===== src/rtl/mbus_read_requester.sv =====
// rtl/mbus_read_requester.sv - MBus single-phase quadword read initiator
// Drives adr/rq/start, tracks per-word ACKN/VALID, returns words, reports timeout/protocol errors.
module mbus_read_requester #(
    parameter int TIMEOUT = 63,
    parameter int CNTW    = 6
) (
    input  logic         clk,
    input  logic         reset,
    input  logic         req,
    input  logic [14:35] reqAdr,
    input  logic [0:3]   reqRq,
    output logic         busy,
    output logic         wordValid,
    output logic [35:0]  wordData,
    output logic [14:35] wordAdr,
    output logic         parErr,
    output logic         done,
    output logic         timeout,
    output logic         protoErr,
    output logic [14:35] adr,
    output logic         adrHold,
    output logic [0:3]   rq,
    output logic         start,
    input  logic         ackn,
    input  logic         validIn,
    input  logic [35:0]  dIn,
    input  logic         parIn
);

    typedef enum logic [1:0] {IDLE, REQ, XFER} state_t;

    state_t          state, state_nxt;
    logic [14:35]    base;
    logic [0:3]      mask, ack_pend, val_pend;
    logic [0:3]      ack_pend_nxt, val_pend_nxt;
    logic [1:0]      ack_ptr, val_ptr;
    logic [CNTW-1:0] cnt;
    logic            active, ack_ok, val_ok, act, all_clear, to_hit;

    // First offset at or after p (mod 4) whose mask bit is set.
    function automatic logic [1:0] first_at(input logic [0:3] m, input logic [1:0] p);
        logic [1:0] r;
        logic [1:0] idx;
        r = p;
        for (int k = 3; k >= 0; k--) begin
            idx = p + 2'(k);
            if (m[idx]) r = idx;
        end
        return r;
    endfunction

    always_ff @(posedge clk or posedge reset) begin
        if (reset) state <= IDLE;
        else       state <= state_nxt;
    end

    always_comb begin
        state_nxt    = state;
        active       = (state != IDLE);
        ack_ok       = active && ackn && (ack_pend != 4'b0);
        val_ok       = active && validIn && (val_pend != 4'b0);
        act          = ackn || validIn;
        ack_pend_nxt = ack_pend;
        val_pend_nxt = val_pend;
        if (ack_ok) ack_pend_nxt[ack_ptr] = 1'b0;
        if (val_ok) val_pend_nxt[val_ptr] = 1'b0;
        all_clear    = (ack_pend_nxt == 4'b0) && (val_pend_nxt == 4'b0);
        to_hit       = !act && (cnt == CNTW'(TIMEOUT));
        busy         = active;
        start        = (state == REQ);
        adrHold      = (state == REQ);
        adr          = (state == REQ) ? base : '0;
        rq           = (state == REQ) ? mask : '0;
        case (state)
            IDLE:      if (req && reqRq != 4'b0) state_nxt = REQ;
            REQ, XFER: begin
                if (all_clear || to_hit)       state_nxt = IDLE;
                else if (state == REQ && ack_ok) state_nxt = XFER;
            end
            default:   state_nxt = IDLE;
        endcase
    end

    always_ff @(posedge clk or posedge reset) begin
        if (reset) begin
            base      <= '0;
            mask      <= '0;
            ack_pend  <= '0;
            val_pend  <= '0;
            ack_ptr   <= '0;
            val_ptr   <= '0;
            cnt       <= '0;
            wordValid <= 1'b0;
            wordData  <= '0;
            wordAdr   <= '0;
            parErr    <= 1'b0;
            done      <= 1'b0;
            timeout   <= 1'b0;
            protoErr  <= 1'b0;
        end else begin
            wordValid <= 1'b0;
            parErr    <= 1'b0;
            done      <= 1'b0;
            timeout   <= 1'b0;
            protoErr  <= 1'b0;
            if (!active) begin
                if (act) protoErr <= 1'b1;
                if (req) begin
                    if (reqRq != 4'b0) begin
                        base     <= reqAdr;
                        mask     <= reqRq;
                        ack_pend <= reqRq;
                        val_pend <= reqRq;
                        ack_ptr  <= first_at(reqRq, reqAdr[34:35]);
                        val_ptr  <= first_at(reqRq, reqAdr[34:35]);
                        cnt      <= '0;
                    end else begin
                        done <= 1'b1;
                    end
                end
            end else begin
                if (ack_ok) begin
                    ack_pend <= ack_pend_nxt;
                    ack_ptr  <= first_at(mask, ack_ptr + 2'd1);
                end else if (ackn) begin
                    protoErr <= 1'b1;
                end
                if (val_ok) begin
                    val_pend  <= val_pend_nxt;
                    val_ptr   <= first_at(mask, val_ptr + 2'd1);
                    wordValid <= 1'b1;
                    wordData  <= dIn;
                    wordAdr   <= {base[14:33], val_ptr};
                    parErr    <= (parIn != ^dIn);
                end else if (validIn) begin
                    protoErr <= 1'b1;
                end
                if (act || to_hit) cnt <= '0;
                else               cnt <= cnt + CNTW'(1);
                if (all_clear) begin
                    done <= 1'b1;
                end else if (to_hit) begin
                    done    <= 1'b1;
                    timeout <= 1'b1;
                end
            end
        end
    end

endmodule


===== config.mk =====
export PLATFORM = sky130hd
export DESIGN_NAME = mbus_read_requester
export DESIGN_NICKNAME = d
export VERILOG_FILES = /design/src/rtl/mbus_read_requester.sv
export SDC_FILE = /design/constraint.sdc
export NUM_CORES = 1
export LEC_CHECK = 0
export BUFFER_PORTS_ARGS = -buffer_cell sky130_fd_sc_hd__buf_2
export CAP_MARGIN = 10
export CORE_ASPECT_RATIO = 1.4
export CORE_MARGIN = 4
export CORE_UTILIZATION = 54
export CTS_BUF_LIST = sky130_fd_sc_hd__clkbuf_2
export CTS_CLUSTER_SIZE = 25
export DETAILED_ROUTE_END_ITERATION = 6
export PLACE_DENSITY = 0.9
export SLEW_MARGIN = 30
export SYNTH_ARGS = -nofsm -noshare
export SYNTH_HDL_FRONTEND = slang
export SYNTH_SLANG_ARGS = --single-unit

===== constraint.sdc =====
create_clock -name clk -period 5.25 [get_ports clk]
set_clock_uncertainty 0.1 [all_clocks]
set_input_delay 1.05 -clock clk [delete_from_list [all_inputs] [get_ports clk]]
set_output_delay 1.05 -clock clk [all_outputs]
set_load 0.01 [all_outputs]

==> flow_summary_export.csv <==
group,metric,value,unit
cts,cts.hold.buffers_added,0,
cts,clk_transition_reported_paths,0.27,ns
setup_path,path_delay_family,"buffers and inverters",
cts,cts.sink_count,109,
logic_synthesis,synth-seq-cells,109,
setup_path,slowest_cell_on_the_critical_path,"ha_1",
logic_synthesis,syn_area_per_cell,10.8,sq um
placement,place.detailed.hpwl,9090,microns
run_status,status,"completed",
logic_synthesis,sequential_share_of_the_synthesized_area,51.2,%
finish,n_fill_cell,786,
power,pwr_density_cell,582,nW/um^2
die,starting_density_of_the_core,55.7,%
setup_path,worst-setup-path-type,"reg2out",
setup_path,timing.critical_path.arrival,2.60,ns
placement,number_of_instances_in_the_placed_design,762,
sta,period_needed,3.75,ns
setup_path,worst-endpoint-required,4.10,ns
finish,layout.cells.non_filler,779,
cts,tritoncts_clock_tree,"done",
global_route,number_of_antenna_violations_at_the_first_check_in_global_routing,1,
power,ir_drop,0.000346,V
setup_path,worst_path_buffer_plus_inverter_count,3,
setup_path,cpPeakStageDelay,0.75,ns
detailed_routing,via_count,4169,
logic_synthesis,synth_nets,573,
job,cap_violations,0,
logic_synthesis,synthArstFlopShare,100,%
placement,routabilityCongestion,0.858,
logic_synthesis,yosysWarningCount,0,
die,floorplan.core_area,9560,sq um
cts,cts.repair_timing.setup_buffer_count,0,
logic_synthesis,synth.cell_area,5320,sq um
global_route,grt_usage,21.4,%
setup_path,crit_path_start_kind,"flop",
finish,finalNetCount,721,
global_route,wire_length_of_the_first_global_routing_pass,20100,microns
cts,post_cts.resized_instances,0,
setup_path,worstSetupStartpoint,"state[0]",
cts,worst_skew_pair.late_latency,0.56,ns
min_path,worstHoldPathType,"in2async",
logic_synthesis,synth_cell_type_count,43,
sta,finalCritPeriodShare,71.3,%
logic_synthesis,post_synth_inst_count,493,
sta,final_hold_viol_count,0,
die,die_area,11500,sq um
placement,port_buffers,159,
finish,most-common-layout-cells,"buf_2, dfrtp_1, nand2_1, mux2_2, and2_1",
finish,post_route_cells_drive_above_1_share,37.6,%
setup_path,endpoint_kind,"output port",
sta,worst_tran_pin_value,0.890,ns
cts,h_tree_levels,3,
global_route,grt_remaining_overflow,0,
logic_synthesis,synth_top_flop_cell,"dfrtp_1",
die,num_rows,42,
cts,ctsRootBufferMaster,"clkbuf_2",
sta,rsz0062_at_grt,"false",
detailed_routing,drt_first_iter_violations,183,
finish,finalCoreUtilization,66.1,%
sta,timing.final.max_slew_violations,0,
sta,setup_viol_count_final,0,
setup_path,cell_chain_critical_path,"inv_1, ha_1, clkinv_1, buf_2",
sta,final.setup.tns,0,ns
sta,slew-limit-headroom,40.6,%
sta,fmax,267,MHz
logic_synthesis,synth_edf_count,0,
sta,finalWorstSetupSlack,1.50,ns
global_route,grt_max_degree,61,
die,pin_count,160,
power,power_leakage,3.16,nW
cts,clk_path_buf_depth,2,
die,die_height,125,microns
die,die_w,91.9,microns
detailed_routing,first_pass_iters,4,
finish,layout_commonest_cell,"buf_2",
finish,area_growth,18.7,%
detailed_routing,drc,0,
detailed_routing,drtAntennaViolNets,0,
setup_path,critical_path.reg2reg.startpoint,"state[0]",
setup_path,critPathMaxFanout,30,
placement,dp_worst_setup_slack,2.18,ns
global_route,via_count_of_the_first_global_routing_pass,4239,
detailed_routing,avgRoutedWirePerCell,15.7,microns
detailed_routing,drt_wl_total,12300,microns
cts,cts_buffers,9,
detailed_routing,vias_per_cell,5.35,
-- metal layers --
metal	track usage, %	vias up	share of wire [%]
met5	0	-	0
met4	9.89	0	2.5
met3	4.33	21	7.8
met2	36.5	188	51
met1	25.9	1997	39
li1	-	1963	-
-- cell usage after synthesis, types with 3 or more instances --
cell type  number  share of area, %
a31oi_1         4              0.47
ha_1           12               2.8
a32o_1          3              0.56
nand2_1        90               6.3
xnor2_1        24               3.9
o21ai_0        17               1.6
xnor3_1         4               1.7
and3_1          4              0.47
a22oi_1         5              0.71
nor2_1         16               1.1
mux2i_1         4              0.75
and2_1         26               3.1
o22ai_1         3              0.35
buf_2           9              0.85
nand2b_1        5              0.59
o211ai_1        7              0.99
nor3_1          7              0.66
clkbuf_1       15               1.1
nor2b_1         5              0.59
nand3b_1        8               1.1
mux2_2         58                12
nand3_1         3              0.28
xor2_1          4              0.66
a21oi_1        20               1.9
inv_1          11              0.78
dfrtp_1       109                51
-- worst register-to-register path: cells and delay by family, from the launching register on --
| family | cells | cell delay [ns] |
|---|---|---|
| buffers and inverters | 1 | 0.10 |
| AO/OA/AOI/OAI | 2 | 0.39 |
| AND/OR/NAND/NOR | 3 | 1.18 |
| adder cells (fa/ha/maj) | 1 | 0.75 |
| flip-flops | 1 | 0.47 |
-- per-stage QoR --
stage | hold WS [ns] | area (sq um) | power, mW
after detailed placement | 0.378 | 6200 | 3.33
after CTS | 0.382 | 6320 | 3.71
after global placement | 0.356 | 6200 | 3.23
after global routing | 0.406 | 6320 | 3.96
final | 0.404 | 6320 | 3.68
after floorplan | 0.338 | 5320 | 2.70
-- cells by family after synthesis --
group / share of synthesized area, %
muxes: 13.0
buffers and inverters: 3.10
AOI/OAI and AO/OA: 7.97
and+or+nand+nor: 15.6
xor gates and xnor gates: 6.30
adders and majority gates: 2.82
DFF: 51.2
-- flip-flops by register name, indices dropped and copies added (netlist names) --
signal / flops
wordData: 36
base: 22
wordAdr: 22
cnt: 6
ack_pend: 4
mask: 4
val_pend: 4
ack_ptr: 2
state: 2
val_ptr: 2
done: 1
parErr: 1
protoErr: 1
timeout: 1
wordValid: 1
-- layout make-up --
class                           instances  area, sq um  area share (%)
Clock inverter                          6         63.8            1.01
Inverter                               12         47.5           0.752
Tap cell                              132          165            2.61
Sequential cell                       109         2730            43.2
Clock buffer                           10         50.0           0.792
Timing Repair Buffer                  163          826            13.1
Antenna cell                            1         2.50          0.0396
Multi-Input combinational cell        346         2440            38.6
-- final timing paths --
| check | end | slack [ns] | cells past startpoint |
|---|---|---|---|
| min in group clk | base[35] | 0.43 | 2 |
| worst min-delay path | wordData[32] | 0.40 | 2 |
| worst max register to register | val_ptr[0] | 2.22 | 7 |
| worst max-delay path | busy | 1.50 | 4 |
| max in group asynchronous | wordData[7] | 3.46 | 3 |
| worst min register to register | base[35] | 0.43 | 2 |
-- where the power goes --
group          switching, mW  internal [mW]
clock                  0.264          0.111
sequential             0.277           1.22
combinational          0.950          0.854
Power figures use the tool's default switching activity.
